`src/rtl/pipe_skid_stage.sv`:
```
// ============================================================================
// pipe_skid_stage
// ----------------------------------------------------------------------------
// Single-entry pipeline register with an optional skid register. It decouples
// an upstream valid/ready producer from a downstream valid/ready consumer.
// Entries are presented one cycle after acceptance, order is preserved, and
// one entry per cycle is sustained while the consumer keeps out_ready high.
//
// Build option:
//   PIPE_SKID_STAGE_SKID_EN defined:
//       A skid register and a SKID state are present. in_ready is a register
//       output, so out_ready never reaches in_ready combinationally.
//   PIPE_SKID_STAGE_SKID_EN undefined (default):
//       There is no skid register and only EMPTY and FULL exist.
//       in_ready = !out_valid || out_ready (combinational).
//
// Parameters:
//   DATA_W  payload width (load data, ALU result, FP result, rd address)
//   CTRL_W  control-field width (wb_sel, fp_en, int_en)
//
// Ports:
//   clk        in   clock; all state changes on its rising edge
//   rst        in   asynchronous active-high reset; empties the stage
//   flush      in   synchronous kill of all held entries
//   in_valid   in   upstream entry present
//   in_ready   out  stage can accept an entry this cycle
//   in_data    in   upstream payload        [DATA_W]
//   in_ctrl    in   upstream control bits   [CTRL_W]
//   out_valid  out  downstream entry present
//   out_ready  in   downstream accepts
//   out_data   out  held payload            [DATA_W]
//   out_ctrl   out  held control bits, all zeros while out_valid is low
// ============================================================================
module pipe_skid_stage #(
    parameter int DATA_W = 101,
    parameter int CTRL_W = 3
) (
    input  logic              clk,
    input  logic              rst,
    input  logic              flush,
    input  logic              in_valid,
    output logic              in_ready,
    input  logic [DATA_W-1:0] in_data,
    input  logic [CTRL_W-1:0] in_ctrl,
    output logic              out_valid,
    input  logic              out_ready,
    output logic [DATA_W-1:0] out_data,
    output logic [CTRL_W-1:0] out_ctrl
);

`ifdef PIPE_SKID_STAGE_SKID_EN
    typedef enum logic [1:0] {
        ST_EMPTY = 2'b00,
        ST_FULL  = 2'b01,
        ST_SKID  = 2'b10
    } state_e;
`else
    typedef enum logic [0:0] {
        ST_EMPTY = 1'b0,
        ST_FULL  = 1'b1
    } state_e;
`endif

    state_e              state_q, state_d;
    logic [DATA_W-1:0]   main_data_q, main_data_d;
    // The main control register is cleared whenever the stage goes empty.
    // It drives out_ctrl directly, so out_ctrl is zero while out_valid is low
    // and no output gating logic is needed.
    logic [CTRL_W-1:0]   main_ctrl_q, main_ctrl_d;
    logic                out_valid_q, out_valid_d;
    logic                in_fire_s;
    logic                out_fire_s;

`ifdef PIPE_SKID_STAGE_SKID_EN
    logic [DATA_W-1:0]   skid_data_q, skid_data_d;
    logic [CTRL_W-1:0]   skid_ctrl_q, skid_ctrl_d;
    logic                in_ready_q, in_ready_d;

    // Registered ready: high unless both registers are occupied.
    assign in_ready = in_ready_q;
`else
    logic                in_ready_s;

    // Without a skid slot, an entry can only be taken if the main register is
    // empty or is being drained in the same cycle.
    assign in_ready_s = !out_valid_q || out_ready;
    assign in_ready   = in_ready_s;
`endif

    assign in_fire_s  = in_valid && in_ready;
    assign out_fire_s = out_valid_q && out_ready;

    assign out_valid = out_valid_q;
    assign out_data  = main_data_q;
    assign out_ctrl  = main_ctrl_q;

`ifdef PIPE_SKID_STAGE_SKID_EN
    // Next-state and datapath selection for the three-state skid buffer.
    always_comb begin
        state_d     = state_q;
        main_data_d = main_data_q;
        main_ctrl_d = main_ctrl_q;
        skid_data_d = skid_data_q;
        skid_ctrl_d = skid_ctrl_q;

        if (flush) begin
            // Flush wins over any transfer on either side this cycle.
            state_d     = ST_EMPTY;
            main_ctrl_d = {CTRL_W{1'b0}};
            skid_data_d = {DATA_W{1'b0}};
            skid_ctrl_d = {CTRL_W{1'b0}};
        end else begin
            case (state_q)
                ST_EMPTY: begin
                    if (in_fire_s) begin
                        state_d     = ST_FULL;
                        main_data_d = in_data;
                        main_ctrl_d = in_ctrl;
                    end else begin
                        state_d     = ST_EMPTY;
                    end
                end
                ST_FULL: begin
                    if (in_fire_s && !out_fire_s) begin
                        // Consumer stalled: park the new entry behind main.
                        state_d     = ST_SKID;
                        skid_data_d = in_data;
                        skid_ctrl_d = in_ctrl;
                    end else if (!in_fire_s && out_fire_s) begin
                        state_d     = ST_EMPTY;
                        main_ctrl_d = {CTRL_W{1'b0}};
                    end else if (in_fire_s && out_fire_s) begin
                        state_d     = ST_FULL;
                        main_data_d = in_data;
                        main_ctrl_d = in_ctrl;
                    end else begin
                        state_d     = ST_FULL;
                    end
                end
                ST_SKID: begin
                    // in_ready is low here, so only the output side can move.
                    if (out_fire_s) begin
                        state_d     = ST_FULL;
                        main_data_d = skid_data_q;
                        main_ctrl_d = skid_ctrl_q;
                        skid_data_d = {DATA_W{1'b0}};
                        skid_ctrl_d = {CTRL_W{1'b0}};
                    end else begin
                        state_d     = ST_SKID;
                    end
                end
                default: begin
                    state_d     = ST_EMPTY;
                    main_ctrl_d = {CTRL_W{1'b0}};
                    skid_data_d = {DATA_W{1'b0}};
                    skid_ctrl_d = {CTRL_W{1'b0}};
                end
            endcase
        end

        out_valid_d = (state_d != ST_EMPTY);
        in_ready_d  = (state_d != ST_SKID);
    end

    // Skid register and registered ready.
    always_ff @(posedge clk or posedge rst) begin
        if (rst) begin
            skid_data_q <= {DATA_W{1'b0}};
            skid_ctrl_q <= {CTRL_W{1'b0}};
            in_ready_q  <= 1'b1;
        end else begin
            skid_data_q <= skid_data_d;
            skid_ctrl_q <= skid_ctrl_d;
            in_ready_q  <= in_ready_d;
        end
    end
`else
    // Next-state and datapath selection for the two-state pipeline register.
    always_comb begin
        state_d     = state_q;
        main_data_d = main_data_q;
        main_ctrl_d = main_ctrl_q;

        if (flush) begin
            state_d     = ST_EMPTY;
            main_ctrl_d = {CTRL_W{1'b0}};
        end else begin
            case (state_q)
                ST_EMPTY: begin
                    if (in_fire_s) begin
                        state_d     = ST_FULL;
                        main_data_d = in_data;
                        main_ctrl_d = in_ctrl;
                    end else begin
                        state_d     = ST_EMPTY;
                    end
                end
                ST_FULL: begin
                    // An input transfer while full implies the output side
                    // drains in the same cycle (see in_ready_s).
                    if (in_fire_s) begin
                        state_d     = ST_FULL;
                        main_data_d = in_data;
                        main_ctrl_d = in_ctrl;
                    end else if (out_fire_s) begin
                        state_d     = ST_EMPTY;
                        main_ctrl_d = {CTRL_W{1'b0}};
                    end else begin
                        state_d     = ST_FULL;
                    end
                end
                default: begin
                    state_d     = ST_EMPTY;
                    main_ctrl_d = {CTRL_W{1'b0}};
                end
            endcase
        end

        out_valid_d = (state_d != ST_EMPTY);
    end
`endif

    // State register, main payload register and output valid.
    always_ff @(posedge clk or posedge rst) begin
        if (rst) begin
            state_q     <= ST_EMPTY;
            main_data_q <= {DATA_W{1'b0}};
            main_ctrl_q <= {CTRL_W{1'b0}};
            out_valid_q <= 1'b0;
        end else begin
            state_q     <= state_d;
            main_data_q <= main_data_d;
            main_ctrl_q <= main_ctrl_d;
            out_valid_q <= out_valid_d;
        end
    end

endmodule

```
`config.mk`:
```
export PLATFORM = sky130hd
export DESIGN_NAME = pipe_skid_stage
export DESIGN_NICKNAME = d
export VERILOG_FILES = /design/src/rtl/pipe_skid_stage.sv
export SDC_FILE = /design/constraint.sdc
export NUM_CORES = 1
export LEC_CHECK = 0
export ABC_CLOCK_PERIOD_IN_PS = 10160
export CAP_MARGIN = 10
export CORE_MARGIN = 1.5
export CORE_UTILIZATION = 45
export CTS_BUF_LIST = sky130_fd_sc_hd__clkbuf_4 sky130_fd_sc_hd__clkbuf_8
export DETAILED_ROUTE_END_ITERATION = 16
export PLACE_DENSITY = 0.95
export SKIP_CTS_REPAIR_TIMING = 1
export SLEW_MARGIN = 15
export SYNTH_ARGS = -nofsm -noshare
export SYNTH_HDL_FRONTEND = slang
export SYNTH_SLANG_ARGS = --single-unit
```
`constraint.sdc`:
```
create_clock -name clk -period 10.16 [get_ports clk]
set_input_delay 1.524 -clock clk [delete_from_list [all_inputs] [get_ports clk]]
set_output_delay 1.524 -clock clk [all_outputs]
set_load 0.01 [all_outputs]
```
# After elaboration in Yosys (flattened, before gate mapping)
# Cells that the tools add are included.
dict set report classes {
  magnitude_cmp 0
  n_mux 11
  n_eq_ne 2
  mul 0
  n_addsub 0
  div_mod_pow 0
  n_bitwise 2
  n_reduce_logical 6
  shift 0
}
# op count
set ops {}
lappend ops {{$mux 101} 1}
lappend ops {{$mux 3} 4}
lappend ops {{$pmux 3 s2} 1}
lappend ops {{$mux 1} 4}
lappend ops {{$ne 4x2->1 const B} 1}
lappend ops {{$reduce_and 2->1} 2}
lappend ops {{$ne 3x3->1 const B} 1}
lappend ops {{$logic_and 1x1->1} 2}
lappend ops {{$not 1->1} 2}
lappend ops {{$pmux 1 s2} 1}
lappend ops {{$logic_not 1->1} 1}
lappend ops {{$logic_or 1x1->1} 1}
dict set report word_totals {
  input_bits 109
  rom_bits 0
  output_inout_bits 106
  latchBits 0
  mem_count 0
  regBits 105
  ramBits 0
}

# Longest topological paths before layout
dict set report logic_depth {
  depth_word 6
  ltp_mapped 5
}

# Worst setup path after synthesis
# No wires, ideal clock.
dict set report synth_timing {
  path_type {input to output}
  startpoint {in out_ready}
  endpoint {out in_ready}
  slack_ns 6.861
  cell_stages 2
  t_required_ns 8.636
  arrival_ns 1.775
  n_path_buf 0
  cell_sequence {nor2b_4 inv_1}
}
dict set report synth_via {
  elab_chain_len 1
}
# item line_no
set synth_rtl {}
lappend synth_rtl {{start, declared} 46} ;# input logic out_ready,
lappend synth_rtl {{$logic_or 1x1->1} 86} ;# assign in_ready_s = !out_valid_q || out_ready;
lappend synth_rtl {{end, declared} 42} ;# output logic in_ready,
# Every way passes these cells.

# Worst setup path after layout
# Ends and elaborated chain as after synthesis.

==> impl_metrics.csv <==
group,metric,value,unit
run_status,outcome,"completed",
sta,hold_viol,0,
power,irDropWorstVdd,0.0838,mV
synthesis,ys_top_cells_by_count,"105 x dfrtp_1, 90 x mux2_4, 11 x mux2_2",
worst_setup_path,cpLargestDelayFamily,"buffers and inverters",
sta,max_clock_freq,0.231,GHz
worst_setup_path,critPathMaxStageDelay,0.49,ns
layout,utilization,69.9,%
sta,period_share,42.6,%
drt,dr.pass1.iters,4,
die,die_w,102,um
layout,nets,561,
power,power_per_cell_area,170,nW/um^2
clock_tree,clk_latency,0.36,ns
drt,highest_layer,"met4",
worst_setup_path,cp_slowest_cell,"clkdlybuf4s50_1",
worst_setup_path,critical_path_buf_inv_count,3,
min_path,hold_class,"reg2reg",
synthesis,synth_ff_type,"dfrtp_1",
die,rows,36,
synthesis,ys_types,14,
clock_tree,clockBufferDepth,2,
worst_setup_path,critPathMostFrequentCell,"clkdlybuf4s50_1",
synthesis,avgSynthCellArea,18.9,um^2
synthesis,synth.most_common_cell,"dfrtp_1",
grt,grt_pass1_wl,15.9,mm
power,total_power,0.00115,W
synthesis,synth_area_leaders,"dfrtp_1 59%, mux2_4 30%, buf_12 4.5%, mux2_2 2.8%, mux2i_1 0.67%",
placed_design,dp_hpwl,7.96,mm
sta,slew_headroom,39.6,%
placed_design,routabilityCongestion,0.850,
synthesis,ys_ff_latch,105,
synthesis,synth_top_area_cell,"dfrtp_1",
layout,final_layout_size_suffix_gt1_share,27.6,%
drt,drt_iter0_markers,80,
grt,antenna_found_initial,0,
grt,overflow,0,
clock_tree,cts_made_buffers,9,
drt,post_drt_wl_per_cell,18.1,um
clock_tree,clk_pin_slew_worst_paths,0.10,ns
worst_setup_path,cp_cell_sequence,"clkdlybuf4s50_1 -> nor2b_4 -> inv_1 -> clkdlybuf4s50_1",
worst_setup_path,end_kind,"output port",
drt,wl_met1,4.05,mm
clock_tree,htree_levels,3,
grt,grt_use_total,20.2,%
clock_tree,clkSinkCount,105,
synthesis,synth.cell_area,4450,um^2
placed_design,placed_cell_area,6570,um^2
sta,rsz0062_at_grt,"false",
sta,skew,0.00956,ns
worst_setup_path,required,8.64,ns
layout,final_area,6770,um^2
sta,hold_slack,0.517,ns
synthesis,synth_nets,345,
worst_setup_path,startpoint_type,"input pin",
die,fp.dieArea,10500,um^2
layout,syn_to_final_growth,52.1,%
worst_setup_path,worstPathMaxFanout,6,
synthesis,async_flop_share,100,%
drt,route.met3.wl,864,um
drt,viasPerCell,4.76,
clock_tree,cts_root_buf,"clkbuf_8",
drt,wl_met2,5.52,mm
die,ios,215,
sta,slew_viol_final,0,
synthesis,synth_edf_count,0,
placed_design,io_buffers,214,
drt,drtAntennaViolNets,0,
die,start_util,46.0,%
synthesis,syn_inst,236,
power,leakagePower,2.94,nW
sta,max_slew.worst_pin.slew,0.906,ns
sta,final.setup.tns,0,ns
drt,vias,2806,
sta,setup_violations,0,
worst_setup_path,path_class,"in2out",
sta,period_minus_slack,4.32,ns
die,core_area,9680,um^2
clock_tree,cts_tree,"done",
drt,routed_wl,10.7,mm
synthesis,ys.warnings.count,0,
worst_setup_path,worstPathArrival,2.80,ns
grt,grt_pass1_vias,3041,
synthesis,yosysSeqAreaShare,59.0,%
die,die_y,102,um
job,maxCapViolCount,0,
drt,drc,0,
synthesis,yosysTopAreaCellShare,59.0,%
grt,grt_max_degree,58,
layout,antenna_cells,0,
==> per-layer routing <==
layer	vias up	GRT usage, %
met5	-	0
met4	0	8.96
met3	19	5.88
met2	145	34.6
met1	1384	23.6
li1	1258	-
==> worst paths after layout <==
kind,cells past startpoint,start,end,slack (ns)
setup / recovery,4,out_ready,in_ready,5.84
hold / removal,1,out_data[36],out_data[36],0.52
setup reg to reg,4,out_valid,out_data[25],8.11
hold reg to reg,1,out_data[36],out_data[36],0.52
max in group asynchronous,3,rst,out_data[29],7.45
min in group asynchronous,2,rst,out_data[16],1.57
==> cell families (layout without fill, tap and decap cells) <==
kind of cell / Yosys count / in the layout / share of synthesized area [%]
AOI/OAI and AO/OA: 6 / 6 / 0.927
buffers and inverters: 14 / 235 / 4.95
DFF: 105 / 105 / 59.0
muxes: 104 / 104 / 33.8
and+or+nand+nor: 7 / 7 / 1.32
==> flip-flops by register name, indices dropped and copies added (netlist names) <==
name / flops
out_data: 101
out_ctrl: 3
out_valid: 1
==> per-stage QoR <==
stage               instances  setup slack [ns]
detailed placement        574              5.85
finish                    590              5.84
CTS                       590              5.83
global placement          574              5.88
floorplan                 236              5.88
global route              590              5.80
==> worst register-to-register path: stages, from the launching register on <==
cell,delay (ns)
dfrtp_1,0.44
nor2b_4,0.17
nor3b_4,0.19
buf_4,0.73
mux2_4,0.40
==> cell usage in the layout (no fill, tap or decap) <==
| master | synthesis | routed |
|---|---|---|
| a21oi_1 | 3 | 3 |
| a32oi_1 | 3 | 3 |
| buf_4 | 1 | 3 |
| bufinv_16 | 0 | 1 |
| clkbuf_4 | 0 | 1 |
| clkbuf_8 | 0 | 9 |
| clkdlybuf4s50_1 | 0 | 214 |
| clkinv_2 | 0 | 1 |
| clkinv_4 | 0 | 1 |
| clkinvlp_4 | 0 | 2 |
| dfrtp_1 | 105 | 105 |
| inv_1 | 2 | 1 |
| inv_4 | 0 | 1 |
| inv_6 | 0 | 1 |
| mux2_2 | 11 | 11 |
| mux2_4 | 90 | 90 |
| mux2i_1 | 3 | 3 |
| nor2_1 | 2 | 2 |
| nor2b_4 | 1 | 1 |
| nor3b_4 | 1 | 1 |
| or2_2 | 3 | 3 |
==> power by group <==
part | leakage, nW | internal (W) | switching, W
sequential | 1.24 | 0.000487 | 0.0000414
clock | 0.0963 | 0.000118 | 0.000143
combinational | 1.61 | 0.000247 | 0.000117
total | 2.94 | 0.000852 | 0.000301
==> final cells by class <==
type                            count  area (um^2)
Inverter                            2         10.0
Tap cell                          133          166
Fill cell                         683         2910
Multi-Input combinational cell    117         1610
Clock inverter                      6         67.6
Timing Repair Buffer              217         2160
Sequential cell                   105         2630
Clock buffer                       10          131
Note: power is estimated with default switching activity, not from simulation.
